<file path="config.mk">
export PLATFORM = sky130hd
export DESIGN_NAME = id_ex_stage
export DESIGN_NICKNAME = d
export VERILOG_FILES = /design/src/rtl/mips_pkg.sv /design/src/rtl/pipe_reg.sv /design/src/rtl/id_ex_stage.sv
export SDC_FILE = /design/constraint.sdc
export NUM_CORES = 1
export LEC_CHECK = 0
export ABC_AREA = 1
export ABC_CLOCK_PERIOD_IN_PS = 1300
export BUFFER_PORTS_ARGS = -buffer_cell sky130_fd_sc_hd__buf_2
export CORE_MARGIN = 2
export CORE_UTILIZATION = 43
export CTS_CLUSTER_DIAMETER = 40
export DETAILED_ROUTE_END_ITERATION = 16
export PLACE_DENSITY = 0.88
export SLEW_MARGIN = 40
export SYNTH_ARGS = -nofsm -noshare
export SYNTH_HDL_FRONTEND = slang
export SYNTH_HIERARCHICAL = 1
export SYNTH_SLANG_ARGS = --single-unit
</file>
<file path="constraint.sdc">
create_clock -name clk -period 1.3 [get_ports clk]
set_input_delay 0.195 -clock clk [delete_from_list [all_inputs] [get_ports clk]]
set_output_delay 0.195 -clock clk [all_outputs]
set_load 0.01 [all_outputs]
</file>
<file path="src/rtl/mips_pkg.sv">
// Shared definitions for the MIPS pipeline: ALUOp encodings, control widths
// and the packed ID/EX control bundle with its bubble value.
package mips_pkg;

    localparam logic [1:0] ALUOP_MEM = 2'b00;
    localparam logic [1:0] ALUOP_BR  = 2'b01;
    localparam logic [1:0] ALUOP_R   = 2'b10;

    localparam int unsigned WB_W = 2;
    localparam int unsigned M_W  = 3;

    // Control carried from ID to EX; valid travels with the control so a
    // bubble clears both in one place.
    typedef struct packed {
        logic            valid;
        logic [WB_W-1:0] wb;
        logic [M_W-1:0]  m;
        logic            regdst;
        logic [1:0]      aluop;
        logic            alusrc;
    } ctrl_t;

    localparam int unsigned CTRL_W = $bits(ctrl_t);

    localparam ctrl_t CTRL_BUBBLE = '0;

    // An invalid decode slot must not carry any write enables into EX.
    function automatic ctrl_t ctrl_gate(input ctrl_t c);
        return c.valid ? c : CTRL_BUBBLE;
    endfunction

endpackage

</file>
<file path="src/rtl/pipe_reg.sv">
// Generic pipeline register: synchronous clear, flush-to-zero, hold enable.
module pipe_reg #(
    parameter int unsigned WIDTH = 8
) (
    input  logic             clk,
    input  logic             rst,
    input  logic             flush,
    input  logic             hold,
    input  logic [WIDTH-1:0] d,
    output logic [WIDTH-1:0] q
);

    logic [WIDTH-1:0] q_q;

    // Priority: reset, then flush, then hold, otherwise capture d.
    always_ff @(posedge clk) begin
        if (rst) begin
            q_q <= '0;
        end else if (flush) begin
            q_q <= '0;
        end else if (!hold) begin
            q_q <= d;
        end
    end

    assign q = q_q;

endmodule

</file>
<file path="src/rtl/id_ex_stage.sv">
// ID/EX pipeline register for the 5-stage MIPS datapath, with stall, flush,
// valid tracking and a count of valid instructions issued into EX.
module id_ex_stage
    import mips_pkg::*;
#(
    parameter int unsigned DATA_W = 32,
    parameter int unsigned CNT_W  = 16
) (
    input  logic              clk,
    input  logic              rst,
    input  logic              stall,
    input  logic              flush,
    input  logic              id_valid,
    input  logic [WB_W-1:0]   id_wb,
    input  logic [M_W-1:0]    id_m,
    input  logic              id_regdst,
    input  logic [1:0]        id_aluop,
    input  logic              id_alusrc,
    input  logic [DATA_W-1:0] id_npc,
    input  logic [DATA_W-1:0] id_rd1,
    input  logic [DATA_W-1:0] id_rd2,
    input  logic [DATA_W-1:0] id_imm,
    input  logic [4:0]        id_rt,
    input  logic [4:0]        id_rd,
    output logic              ex_valid,
    output logic [WB_W-1:0]   ex_wb,
    output logic [M_W-1:0]    ex_m,
    output logic              ex_regdst,
    output logic [1:0]        ex_aluop,
    output logic              ex_alusrc,
    output logic [5:0]        ex_funct,
    output logic [DATA_W-1:0] ex_npc,
    output logic [DATA_W-1:0] ex_rd1,
    output logic [DATA_W-1:0] ex_rd2,
    output logic [DATA_W-1:0] ex_imm,
    output logic [4:0]        ex_rt,
    output logic [4:0]        ex_rd,
    output logic [CNT_W-1:0]  issue_count
);

    localparam int unsigned DBUS_W = 4 * DATA_W + 10;

    ctrl_t             id_ctrl;
    ctrl_t             ex_ctrl;
    logic [CTRL_W-1:0] ex_ctrl_bits;
    logic [DBUS_W-1:0] id_data;
    logic [DBUS_W-1:0] ex_data;
    logic [CNT_W-1:0]  issue_count_q;

    // Assemble the control bundle, zeroed when the decode slot is empty.
    always_comb begin
        id_ctrl        = CTRL_BUBBLE;
        id_ctrl.valid  = id_valid;
        id_ctrl.wb     = id_wb;
        id_ctrl.m      = id_m;
        id_ctrl.regdst = id_regdst;
        id_ctrl.aluop  = id_aluop;
        id_ctrl.alusrc = id_alusrc;
        id_ctrl        = ctrl_gate(id_ctrl);
    end

    assign id_data = {id_npc, id_rd1, id_rd2, id_imm, id_rt, id_rd};

    pipe_reg #(
        .WIDTH(CTRL_W)
    ) u_ctrl_reg (
        .clk  (clk),
        .rst  (rst),
        .flush(flush),
        .hold (stall),
        .d    (id_ctrl),
        .q    (ex_ctrl_bits)
    );

    pipe_reg #(
        .WIDTH(DBUS_W)
    ) u_data_reg (
        .clk  (clk),
        .rst  (rst),
        .flush(flush),
        .hold (stall),
        .d    (id_data),
        .q    (ex_data)
    );

    assign ex_ctrl = ctrl_t'(ex_ctrl_bits);

    // Count valid loads; flush and stall both leave the count alone.
    always_ff @(posedge clk) begin
        if (rst) begin
            issue_count_q <= '0;
        end else if (!flush && !stall && id_valid) begin
            issue_count_q <= issue_count_q + CNT_W'(1);
        end
    end

    // Unpack registered bundles onto the EX-side ports.
    always_comb begin
        ex_valid  = ex_ctrl.valid;
        ex_wb     = ex_ctrl.wb;
        ex_m      = ex_ctrl.m;
        ex_regdst = ex_ctrl.regdst;
        ex_aluop  = ex_ctrl.aluop;
        ex_alusrc = ex_ctrl.alusrc;
        {ex_npc, ex_rd1, ex_rd2, ex_imm, ex_rt, ex_rd} = ex_data;
        // funct is a slice of the stored immediate, never its own flop.
        ex_funct    = ex_imm[5:0];
        issue_count = issue_count_q;
    end

endmodule

</file>
# Word-level counts from Yosys, hierarchy flattened
# Index checks and enable logic that the tools add are counted.
# totals
reg_bits,164
latchBits,0
ramBits,0
romBits,0
input_bits,152
output_inout_bits,170
word_cells,10
mem_count,0
# classes
add_sub_neg,1
mul,0
div_mod_pow,0
magnitude_cmp,0
n_eq_ne,0
shift,0
mux,1
bitwise_logic,0
n_reduce_logical,5
# op_table
cell,count
adder 16 x 1 -> 16 bit (second input constant),1
2-to-1 mux 10 bit,1
logical AND 1 bit,2
logical NOT 1 bit,2
OR reduction 2 bit,1

# Longest topological paths before layout
# logic_depth
depth_word,3
mapped_depth,8
ltp_nobuf,8

# Modules after synthesis
# Netlist, hierarchy kept.
# by_module_without_submodules
module,n_inst,cells_each,area_each_um2,seq_area_each_um2
pipe_reg (u_data_reg),1,875,5710.5,2762.6
id_ex_stage,1,156,989.7,320.3
pipe_reg (u_ctrl_reg),1,63,409.1,200.2

# Worst setup path after synthesis
# No wires, ideal clock.
# synth_path
kind,register to register
startpoint,reg issue_count_q[1] (netlist: issue_count[1])
endpoint,reg issue_count_q[10] (netlist: issue_count[10])
setup_ns,0.113
arrival_time_ns,1.213
t_required_ns,1.187
slack_ns,-0.026
stages_incl_launch_ff,9
path_buffers,0
synth_period_minus_slack_ns,1.326
cell_sequence,dfxtp_1 ha_1 nand3_1 nor2_4 nand2_4 nor2_4 nand2_1 nand2_1 nor2_1
# synth_between
elab_chain_cells,1
# synth_rtl
item,line_no,text
start: declaration,id_ex_stage.sv:48,logic [CNT_W-1:0] issue_count_q;
start signal: assignment,id_ex_stage.sv:93,issue_count_q <= issue_count_q + CNT_W'(1);
adder 16 x 1 -> 16 bit,id_ex_stage.sv:93,
# No other way between the ends.
# A chain may end at the register's enable or synchronous reset.

# Worst setup path after layout
# layout_path
startpoint,reg issue_count_q[10] (netlist: issue_count[10])
endpoint,out issue_count[10]
# layout_lines
item,line_no,text
end: declaration,id_ex_stage.sv:38,output logic [CNT_W-1:0] issue_count
# No word-level cell between the ends.

==> impl_metrics.env <==
export IMPL_swShare=0.254
export IMPL_num_vias=7909
export IMPL_min_delay_start="id_rd2[20]"
export IMPL_drt_iter0_drc=357
export IMPL_muxShareOfSynthArea=0
export IMPL_clock_sinks=164
export IMPL_clk_latency_ns=0.41
export IMPL_area_growth_pct=48.1
export IMPL_worst_hold_slack_ns=0.0233
export IMPL_cts_tree="built"
export IMPL_fin_crit_sh=0.968
export IMPL_finClkSkew_ns=0.00790
export IMPL_synthesis_area_um2=7110
export IMPL_ir_worst_vdd_v=0.00103
export IMPL_cts_root_buf="clkbuf_16"
export IMPL_synth_top_family_by_area="simple AND/OR/NAND/NOR gates"
export IMPL_synth_nets=1247
export IMPL_cts_clk_slew_worst_paths_ns=0.07
export IMPL_routed_wirelength_um=22300
export IMPL_fin_total_pwr_mw=12.4
export IMPL_p_int_mw=9.29
export IMPL_min_period_ns=1.26
export IMPL_critPathCaptureType="output pin"
export IMPL_synth_xor_area_frac=0
export IMPL_avgViaCountPerCell=4.57
export IMPL_yosysWarnings=6
export IMPL_antenna_left=0
export IMPL_power_share_clock=0.437
export IMPL_initial_core_util=0.435
export IMPL_grt_ovfl_total=0
export IMPL_max_slew_margin=0.667
export IMPL_avgSynthCellArea_um2=6.50
export IMPL_final_core_util=0.644
export IMPL_wl_per_cell_um=12.9
export IMPL_p_switching_mw=3.16
export IMPL_crit_required_ns=1.11
export IMPL_hold_violations=0
export IMPL_synth_cells=1094
export IMPL_yosys_area_share_simple=0.374
export IMPL_dr_pass1_iters=7
export IMPL_die_h_um=133
export IMPL_grt_pass1_vias=7591
export IMPL_clockBufferDepth=2
export IMPL_dp_cells=1590
export IMPL_min_path_type="in2reg"
export IMPL_leakage_nw=5.67
export IMPL_io_pins=322
export IMPL_htree_levels=4
export IMPL_grt_setup_unrepaired="true"
export IMPL_grt_max_degree=123
export IMPL_rows=47
export IMPL_r2r_setup_slack_ns=0.06
export IMPL_hpwl_um=13200
export IMPL_power_per_cell_area_nw_per_um2=1180
export IMPL_synthAdderAreaFrac=0.00176
export IMPL_ys_seq_elements=164
export IMPL_p_comb_frac=0.135
export IMPL_worst_pin_slew_ns=0.500
export IMPL_maxSlewViolCount=0
export IMPL_crit_type="reg2out"
export IMPL_final_area_um2=10500
export IMPL_drc_errors=0
export IMPL_die_area_um2=17600
export IMPL_placed_cell_area_um2=8750
export IMPL_instances_no_fill=1731
export IMPL_place_ws_ns=0.0228
export IMPL_final_nets=1651
export IMPL_port_buffer_count=321
export IMPL_min_to="u_data_reg/q[62]$_SDFFE_PP0N_"
export IMPL_status="finished clean"
export IMPL_maxCapViolCount=0
export IMPL_numCtsBuffers=17
export IMPL_crit_fanout=4
export IMPL_coreArea_um2=16300
export IMPL_startpoint_type="flip-flop"
export IMPL_ys_seq_area_frac=0.462
export IMPL_grt_pass1_wl_um=34700
export IMPL_reg2reg_to="issue_count[8]$_SDFFE_PP0P_"
export IMPL_reg2reg_from="issue_count[1]$_SDFFE_PP0P_"
export IMPL_fin_tns_setup_ns=0
export IMPL_setup_viol=0
export IMPL_die_w_um=133
export IMPL_finalWorstSetupSlack_ns=0.0414
export IMPL_seqPwrFrac=0.428
export IMPL_final_layout_size_suffix_gt1_frac=0.257
export IMPL_reg2reg_depth=6
export IMPL_fmax_mhz=795
export IMPL_critPathLaunch="issue_count[10]$_SDFFE_PP0P_"
export IMPL_track_usage=0.242
export IMPL_antenna_found_initial=0
export IMPL_hold_path_depth=3
export IMPL_synth_compound_area_frac=0.00950
export IMPL_n_antenna_cell=0
export IMPL_gp_congestion=0.819
export IMPL_crit_arrival_ns=1.06
export IMPL_ys_types=19
==> cell usage in the layout, fill, tap and decap left out <==
cell type	instances
o21ai_1	1
nor2_4	6
clkinv_4	1
a21oi_1	6
clkbuf_8	1
nand2_1	336
o21ai_0	5
nand3_4	1
nand2_4	2
clkbuf_16	17
dfxtp_4	2
clkinvlp_4	2
inv_1	177
dlygate4sd3_1	109
buf_2	320
nand4_2	1
nand2_2	1
nor2_1	321
nor2_2	2
o21a_1	1
nand3_1	6
inv_6	5
buf_4	4
nand4_1	3
inv_8	2
dfxtp_2	6
nand3_2	2
dfxtp_1	156
buf_12	7
nor3_1	2
ha_4	1
bufinv_16	4
clkinv_2	1
==> layout make-up <==
type / count / area, um2
clock inverter: 15 / 215
sequential: 164 / 3300
inverter: 177 / 664
timing repair buffer: 441 / 2880
multi-input combinational: 697 / 2780
fill: 1241 / 5820
tap: 220 / 275
clock buffer: 17 / 425
==> critical path: stages (launching register included) <==
cell and delay, ns:
dfxtp_1 0.37, buf_4 0.15, buf_2 0.13
==> flip-flops by register name, indices dropped and copies added, names as in the netlist <==
register and cells:
u_data_reg/q 138, issue_count 16, u_ctrl_reg/q 10
==> worst max path at each step <==
| stage | endpoint | slack (ns) |
|---|---|---|
| 3_5_place_dp | issue_count[10]$_SDFFE_PP0P_ | 0.02 |
| 4_1_cts | issue_count[4]$_SDFFE_PP0P_ | 0.003 |
| 2_1_floorplan | issue_count[10]$_SDFFE_PP0P_ | 0.0006 |
| 6_report | issue_count[10] | 0.04 |
| 3_3_place_gp | issue_count[10]$_SDFFE_PP0P_ | 0.07 |
| 5_1_grt | issue_count[14]$_SDFFE_PP0P_ | -0.04 |
==> repair_timing <==
item                                    in CTS  in global routing
resized for setup                            1                 15
pin swaps                                    2                  1
hold buffers                               109                  0
buffers inserted                             0                  0
cloned                                       0                  0
endpoints found under the hold margin      109                  0
endpoints found under the setup margin       1                 12
==> logic make-up after synthesis <==
family,count (synthesis)
adders and majority gates,1
DFF,164
buffers and inverters,233
AOI/OAI and AO/OA,13
and+or+nand+nor,683
==> layer usage <==
layer  share of wire  track usage  vias to the layer above  routed length [um]
li1                -            -                     3929                   -
met5               0            0                        -                   0
met1            0.37        0.244                     3506                8220
met4           0.045        0.133                        0                1010
met3           0.078       0.0682                       78                1750
met2            0.51        0.449                      396               11300
==> power groups by stage <==
stage               clock [mW]  sequential (mW)  combinational, mW
finish                    5.44             5.33               1.68
detailed placement           0             5.43               1.35
global route              5.80             5.34               1.85
global placement             0             5.42               1.31
floorplan                    0             5.53              0.723
CTS                       5.59             5.32               1.62
==> Yosys cell counts <==
| library cell | count | area, um2 |
|---|---|---|
| nand2_4 | 2 | 22.5 |
| inv_1 | 177 | 664 |
| nand4_2 | 1 | 12.5 |
| nand4_1 | 3 | 18.8 |
| o21ai_0 | 6 | 30.0 |
| o21a_1 | 1 | 7.51 |
| nor2_4 | 5 | 56.3 |
| dfxtp_1 | 164 | 3280 |
| a21oi_1 | 6 | 30.0 |
| buf_6 | 14 | 158 |
| buf_4 | 23 | 173 |
| nor3_1 | 2 | 10.0 |
| nor2_2 | 3 | 18.8 |
| nor2_1 | 321 | 1200 |
| nand2_1 | 336 | 1260 |
| ha_1 | 1 | 12.5 |
| nand3_1 | 9 | 45.0 |
| nand2_2 | 1 | 6.26 |
| buf_2 | 19 | 95.1 |
Power figures use the tool's default switching activity.
